==> src/rtl/spi_master_arb.sv <==
`default_nettype none
// ============================================================================
//  Module      : spi_master_arb
//  Description : Shares one SPI bus among NUM_REQ requesters, each with its own
//                active-low select. Sends one MSB-first word and then
//                DUMMY_PULSES trailing sck pulses with ss held low.
//                Define SPI_ARB_FIXED_PRIO_EN for fixed priority (lowest index
//                wins). Without it, arbitration is round robin.
//  Revision    : 1.0 - initial release
// ============================================================================
module spi_master_arb #(
    parameter int NUM_REQ      = 4,
    parameter int DATA_LENGTH  = 8,
    parameter int CLK_DIV      = 4,
    parameter int DUMMY_PULSES = 4
) (
    input  logic                           clk,
    input  logic                           rst,
    input  logic [NUM_REQ-1:0]             req,
    input  logic [NUM_REQ*DATA_LENGTH-1:0] tx_data,
    output logic [NUM_REQ-1:0]             gnt,
    output logic                           busy,
    output logic                           done,
    output logic [DATA_LENGTH-1:0]         rx_data,
    output logic                           sck,
    output logic                           mosi,
    input  logic                           miso,
    output logic [NUM_REQ-1:0]             ss_n
);

    localparam int IW = $clog2(NUM_REQ);
    localparam int PW = $clog2(CLK_DIV);

    localparam logic [1:0] c_IDLE  = 2'd0;
    localparam logic [1:0] c_SHIFT = 2'd1;
    localparam logic [1:0] c_DUMMY = 2'd2;
    localparam logic [1:0] c_DONE  = 2'd3;

    localparam logic [PW-1:0] c_PH_LAST    = PW'(CLK_DIV - 1);
    localparam logic [3:0]    c_BIT_LAST   = 4'(DATA_LENGTH - 1);
    localparam logic [3:0]    c_DUMMY_LAST = 4'(DUMMY_PULSES - 1);

    logic [1:0]             r_state;
    logic [DATA_LENGTH-1:0] r_shreg;
    logic [3:0]             r_bitcnt;
    logic [3:0]             r_dcnt;
    logic [PW-1:0]          r_phase;
`ifndef SPI_ARB_FIXED_PRIO_EN
    logic [IW-1:0]          r_ptr;
`endif

    logic                   w_found;
    logic [IW-1:0]          w_win;
    logic [IW-1:0]          w_cand;
    logic [NUM_REQ-1:0]     w_onehot;
    logic [DATA_LENGTH-1:0] w_slot;
    logic [DATA_LENGTH-1:0] w_shift_nxt;
    logic [PW-1:0]          w_ph_nxt;

    // Winner search: starts at the pointer (or at 0 in fixed-priority mode) and wraps.
    always_comb begin
        w_found = 1'b0;
        w_win   = '0;
        w_cand  = '0;
        for (int i = 0; i < NUM_REQ; i++) begin
`ifdef SPI_ARB_FIXED_PRIO_EN
            w_cand = IW'(i);
`else
            w_cand = IW'((int'(r_ptr) + i) % NUM_REQ);
`endif
            if (!w_found && req[w_cand]) begin
                w_found = 1'b1;
                w_win   = w_cand;
            end
        end
    end

    assign w_onehot    = NUM_REQ'(1) << w_win;
    assign w_slot      = tx_data[w_win*DATA_LENGTH +: DATA_LENGTH];
    assign w_shift_nxt = {r_shreg[DATA_LENGTH-2:0], miso};
    assign w_ph_nxt    = r_phase + 1'b1;

    always_ff @(posedge clk) begin
        if (rst) begin
            r_state  <= c_IDLE;
            r_shreg  <= '0;
            r_bitcnt <= '0;
            r_dcnt   <= '0;
            r_phase  <= '0;
`ifndef SPI_ARB_FIXED_PRIO_EN
            r_ptr    <= '0;
`endif
            gnt      <= '0;
            busy     <= 1'b0;
            done     <= 1'b0;
            rx_data  <= '0;
            sck      <= 1'b0;
            mosi     <= 1'b0;
            ss_n     <= '1;
        end else begin
            case (r_state)
                c_IDLE: begin
                    if (w_found) begin
                        gnt      <= w_onehot;
                        ss_n     <= ~w_onehot;
                        busy     <= 1'b1;
                        r_shreg  <= w_slot;
                        mosi     <= w_slot[DATA_LENGTH-1];
                        r_bitcnt <= c_BIT_LAST;
                        r_phase  <= '0;
                        sck      <= 1'b0;
                        r_state  <= c_SHIFT;
`ifndef SPI_ARB_FIXED_PRIO_EN
                        r_ptr    <= (w_win == IW'(NUM_REQ - 1)) ? '0 : w_win + 1'b1;
`endif
                    end
                end
                c_SHIFT: begin
                    if (r_phase == c_PH_LAST) begin
                        // Edge ending the sck-high cycle: capture miso, advance bit.
                        r_phase <= '0;
                        sck     <= 1'b0;
                        r_shreg <= w_shift_nxt;
                        if (r_bitcnt == '0) begin
                            mosi   <= 1'b0;
                            r_dcnt <= '0;
                            if (DUMMY_PULSES == 0) begin
                                r_state <= c_DONE;
                                done    <= 1'b1;
                                rx_data <= w_shift_nxt;
                                ss_n    <= '1;
                            end else begin
                                r_state <= c_DUMMY;
                            end
                        end else begin
                            r_bitcnt <= r_bitcnt - 1'b1;
                            mosi     <= r_shreg[DATA_LENGTH-2];
                        end
                    end else begin
                        r_phase <= w_ph_nxt;
                        sck     <= (w_ph_nxt == c_PH_LAST);
                    end
                end
                c_DUMMY: begin
                    if (r_phase == c_PH_LAST) begin
                        r_phase <= '0;
                        sck     <= 1'b0;
                        if (r_dcnt == c_DUMMY_LAST) begin
                            r_state <= c_DONE;
                            done    <= 1'b1;
                            rx_data <= r_shreg;
                            ss_n    <= '1;
                        end else begin
                            r_dcnt <= r_dcnt + 1'b1;
                        end
                    end else begin
                        r_phase <= w_ph_nxt;
                        sck     <= (w_ph_nxt == c_PH_LAST);
                    end
                end
                c_DONE: begin
                    done    <= 1'b0;
                    gnt     <= '0;
                    busy    <= 1'b0;
                    r_state <= c_IDLE;
                end
                default: r_state <= c_IDLE;
            endcase
        end
    end

endmodule
`default_nettype wire

==> config.mk <==
export PLATFORM = sky130hd
export DESIGN_NAME = spi_master_arb
export DESIGN_NICKNAME = d
export VERILOG_FILES = /design/src/rtl/spi_master_arb.sv
export SDC_FILE = /design/constraint.sdc
export NUM_CORES = 1
export LEC_CHECK = 0
export ABC_AREA = 0
export BUFFER_PORTS_ARGS = -buffer_cell sky130_fd_sc_hd__buf_2
export CAP_MARGIN = 20
export CORE_MARGIN = 4
export CORE_UTILIZATION = 57
export DETAILED_ROUTE_END_ITERATION = 10
export GPL_ROUTABILITY_DRIVEN = 0
export PLACE_DENSITY = 0.85
export SLEW_MARGIN = 25
export SYNTH_ARGS = -nofsm -noshare
export SYNTH_HDL_FRONTEND = slang
export SYNTH_SLANG_ARGS = --single-unit
==> constraint.sdc <==
create_clock -name clk -period 5.9 [get_ports clk]
set_clock_uncertainty 0.2 [all_clocks]
set_input_delay 0.295 -clock clk [delete_from_list [all_inputs] [get_ports clk]]
set_output_delay 0.295 -clock clk [all_outputs]
set_load 0.02 [all_outputs]
# Word level (Yosys, flattened, before mapping)
# Cells that the tools add are included.
[op_classes]
addsub = 7
shift = 2
mux = 56
bitwise_logic = 1
reduce_logical = 25
order_cmp = 4
n_eq_ne = 14
[ops]
columns = ["cell", "count"]
rows = [
  ["4-bit two-way mux", 11],
  ["4-bit one-hot mux with 2 select lines", 4],
  ["32-bit by 6-bit indexed part select with 8-bit output", 1],
  ["2-bit two-way mux", 12],
  ["1-bit two-way mux", 16],
  ["8-bit two-way mux", 2],
  ["8-bit one-hot mux with 2 select lines", 1],
  ["2-bit != test (second input constant)", 7],
  ["2-bit by 3-bit less-than comparator with 1-bit output (second input constant)", 4],
  ["2-bit nonzero test", 6],
  ["2-bit equality test (second input constant)", 5],
  ["5-bit AND reduction", 2],
  ["3-bit AND reduction", 3],
  ["1-bit binary-select mux with 2-bit select", 4],
  ["1-bit one-hot mux with 2 select lines", 4],
  ["2-bit one-hot mux with 4 select lines", 1],
  ["4-bit AND reduction", 2],
  ["2-bit by 1-bit adder with 2-bit output (second input constant)", 3],
  ["2-bit AND reduction", 3],
  ["2-bit adder (second input constant)", 2],
  ["4-bit by 1-bit adder with 4-bit output (second input constant)", 1],
  ["4-bit by 2-bit equality test with 1-bit output (second input constant)", 1],
  ["4-bit zero test", 1],
  ["4-bit inverter", 1],
  ["other kinds (8)", 12],
]
[word_totals]
register_bits = 42

# Logic depth before layout (Yosys ltp)
[depth]
word_depth = 16
depth_mapped = 8
ltp_nobuf = 8

# Worst setup path before layout
# Ideal clock, no wire load.
[synth_timing]
path_type = "flip-flop to flip-flop"
startpoint = "register r_bitcnt[0]"
endpoint = "register r_dcnt[3]"
required_ns = 5.633
n_path_buf = 0
synth_period_minus_slack_ns = 2.176
setup_time_ns = 0.067
stages_incl_launch_ff = 8
arrival_ns = 1.909
slack_ns = 3.724
path_cell_list = "dfxtp_1 -> inv_1 -> ha_1 -> or3b_4 -> a2111oi_4 -> nand2_2 -> or3_1 -> a21oi_2"
[synth_between]
elab_chain_cells = 3
[synth_lines]
columns = ["item", "line", "rtl"]
rows = [
  ["from (decl)", "45", "logic [3:0] r_bitcnt;"],
  ["from (signal assigned)", "109", "r_bitcnt <= c_BIT_LAST;"],
  ["from (signal assigned)", "136", "r_bitcnt <= r_bitcnt - 1'b1;"],
  ["4-bit zero test", "124", "if (r_bitcnt == '0) begin"],
  ["2-bit != test (no line)", "n/a", ""],
  ["5-bit AND reduction (no line)", "n/a", ""],
  ["to (signal assigned)", "154", "r_dcnt <= r_dcnt + 1'b1;"],
  ["to (decl)", "46", "logic [3:0] r_dcnt;"],
]
# No other way between the ends.
# A chain may end at the register's enable or synchronous reset.

# Worst setup path after layout
[layout_timing]
startpoint = "register r_state[1]"
endpoint = "register r_dcnt[3]"
[layout_between]
elab_chain_cells = 3
elab_cells_between_ends = 9
classes_between = "6 x eq/ne; 1 x mux; 2 x reduce/logical"
[layout_lines]
columns = ["item", "line", "rtl"]
rows = [
  ["from (decl)", "43", "logic [1:0] r_state;"],
  ["from (signal assigned)", "85", "r_state <= c_IDLE;"],
  ["from (signal assigned)", "112", "r_state <= c_SHIFT;"],
  ["from (signal assigned)", "128", "r_state <= c_DONE;"],
  ["2-bit equality test / 2-bit by 1-bit equality test with 1-bit output (equally long branches)", "101", "case (r_state)"],
  ["2-bit != test (no line) / 2-bit nonzero test (equally long branches)", "n/a", ""],
  ["5-bit AND reduction (no line)", "n/a", ""],
]
# Several ways; a longest one is shown, not always the timed one.

==> reports/results.tsv <==
metric	value	unit
CP max stage delay	0.66	ns
Ys Warns	0	
synthesized area	2290	um2
DIE AREA	5100	um2
register area share after synthesis	36.7	%
Syn Nets	304	
I/O Buffers	58	
ys flop type	dfxtp_1	
row cnt	22	
most frequent cell after synthesis	dfxtp_1	
slowest stage cell, crit path	ha_1	
H-tree levels	2	
max-cap violations	0	
Sink Count	42	
element type at the critical path end	register	
Commonest cells post-synth	42 x dfxtp_1, 36 x nor2_1, 12 x ha_1, 12 x mux2i_1, 12 x nand2_1	
first-pass GRT wire length	8440	um
Crit path max-delay family	adder cells	
CTS root buffer	clkbuf_8	
Post-Synthesis Cells	253	
CP Data Arrival Time	2.65	ns
Cell variety after synth	46	
hold buffer count at cts	0	
fin crit period	2.63	ns
Fmax achieved	0.381	GHz
final core occ	71.1	%
Post-CTS Resized	0	
Die Wd	71.4	um
Num CTS Buffers	5	
Post-DRT Antenna Nets	0	
share of cells above drive strength 1	26.4	%
Worst VDD drop	0.203	mV
CTS tree	yes	
RSZ-0062 raised after global routing	no	
Layout area overhead	16.9	%
Setup TNS	0	ns
outcome	completed	
final WL	5060	um
DRC viols	0	
critical path class	reg -> reg	
# setup viols final	0	
Die Ht	71.4	um
Core Region	3770	um2
largest area contributor in the netlist	dfxtp_1	
initial antenna violation count	0	
Final Hold Viols	0	
Clock transition at path regs	0.08	ns
leak pwr	1.20	nW
GRT Overall Usage	20.1	%
dpl hpwl	3730	um
worst hold path type	in -> reg	
Final Cycle Share	44.5	%
synth top area cells	dfxtp_1 37%, ha_1 6.6%, nor2_1 5.9%, mux2i_1 5.2%, mux2_2 3.9%	
CP bufs+invs	1	
Worst-Skew Late Latency	0.29	ns
Startpoint Class	register	
Req. time, crit path	5.92	ns
DRT Pass-1 Iters	5	
pwr/cell area	416	nW/um2
worst-path fanout max	22	
EDFF count, synth	0	
DR iter-0 viols	143	
relative slew slack	48.3	%
vias in the first global route	1929	
Async S/R FF share, synth	0	%
measured slew at the worst slew-check pin	0.775	ns
minimum hold slack	0.200	ns
Post-CTS Setup Inserts	0	
Final Slew Violations	0	
Nets	357	
vias after detailed routing	2025	
DR WL/cell	14.3	um
Ant. Diodes	0	
largest net degree at the start of global routing	43	
gr ovfl total	0	
Initial Utilization	60.8	%
Synth top area share	36.7	%
Clock Path Buffers	2	
Synth Area per Inst	9.06	um2
#FFs+latches synth	42	
via/cell ratio	5.70	
io pins	59	
Cell Chain, Critical Path	inv_1 -> ha_1 -> nor2_1 -> a2111oi_4 -> nand2_2 -> or3_1 -> a21oi_2	
final cells by class:
type	instances	area (um2)
inverters	10	37.5
repair buffers	58	290
fillers	283	1090
well taps	48	60.1
clock buffers	7	86.3
clock inverters	1	5.00
multi-input cells	189	1360
flip-flops and latches	42	841
cell usage in the layout, fill, tap and decap left out, drive strengths merged, types with 2 or more instances in the layout:
cell,n
nor3b,2
or3b,2
a31oi,5
nor2,36
nand4b,2
nor2b,4
nand2b,7
a21oi,11
o21bai,4
a222oi,7
nor3,3
a211oi,8
clkbuf,7
a32oi,2
inv,10
mux2,15
nand4,4
nand2,13
a22oi,5
a211o,3
o21ai,11
buf,58
nand3,6
mux2i,12
ha,12
dfxtp,42
or3,2
tightest hold or removal path: stages:
cell	delay [ns]
buf_2	0.09
nand3_1	0.05
a211o_1	0.13
a31oi_1	0.07
per-layer routing:
layer / GRT usage, % / wire [um]
met2: 32.3 / 2350
met1: 26.6 / 2380
met4: 7.10 / 70
met5: 0 / 0
met3: 4.21 / 257
flip-flops by register name, indices dropped and copies added (netlist names):
signal / count
r_bitcnt: 4
gnt: 4
r_state: 2
r_ptr: 2
r_phase: 2
r_dcnt: 4
sck: 1
mosi: 1
rx_data: 8
ss_n: 4
busy: 1
done: 1
r_shreg: 8
where the power goes:
| group | switching [mW] | internal [mW] | leakage [nW] |
|---|---|---|---|
| logic | 0.304 | 0.212 | 0.805 |
| clock network | 0.0911 | 0.0943 | 0.0482 |
| registers | 0.0591 | 0.353 | 0.344 |
| total | 0.455 | 0.659 | 1.20 |
per-stage QoR:
stage / std cells / power (mW) / cell area (um2) / worst slack [ns]
after floorplan: 253 / 0.811 / 2290 / 3.72
after global placement: 347 / 0.909 / 2590 / 3.39
after detailed placement: 347 / 0.928 / 2590 / 3.31
after CTS: 355 / 1.11 / 2680 / 3.27
after global routing: 355 / 1.20 / 2680 / 2.96
final: 355 / 1.11 / 2680 / 3.27
kinds of logic (layout without fill, tap and decap cells):
logic type      Yosys count  in the layout  share of synthesized area [%]
compound gates           63             63                           21.2
buf+inv                  22             76                           3.98
fa+ha+maj                12             12                           6.55
simple gates             86             86                           18.6
xor+xnor                  1              1                          0.382
flops                    42             42                           36.7
mux                      27             27                           12.6
final timing paths:
check                                 start    endpoint  slack (ns)  depth (start not counted)
worst max-delay path             r_state[1]   r_dcnt[3]        3.27                          7
worst min register to register       gnt[0]      gnt[0]        0.30                          2
worst min-delay path            tx_data[23]  r_shreg[7]        0.20                          4
worst max register to register   r_state[1]   r_dcnt[3]        3.27                          7
Note: power is estimated with default switching activity, not from simulation.
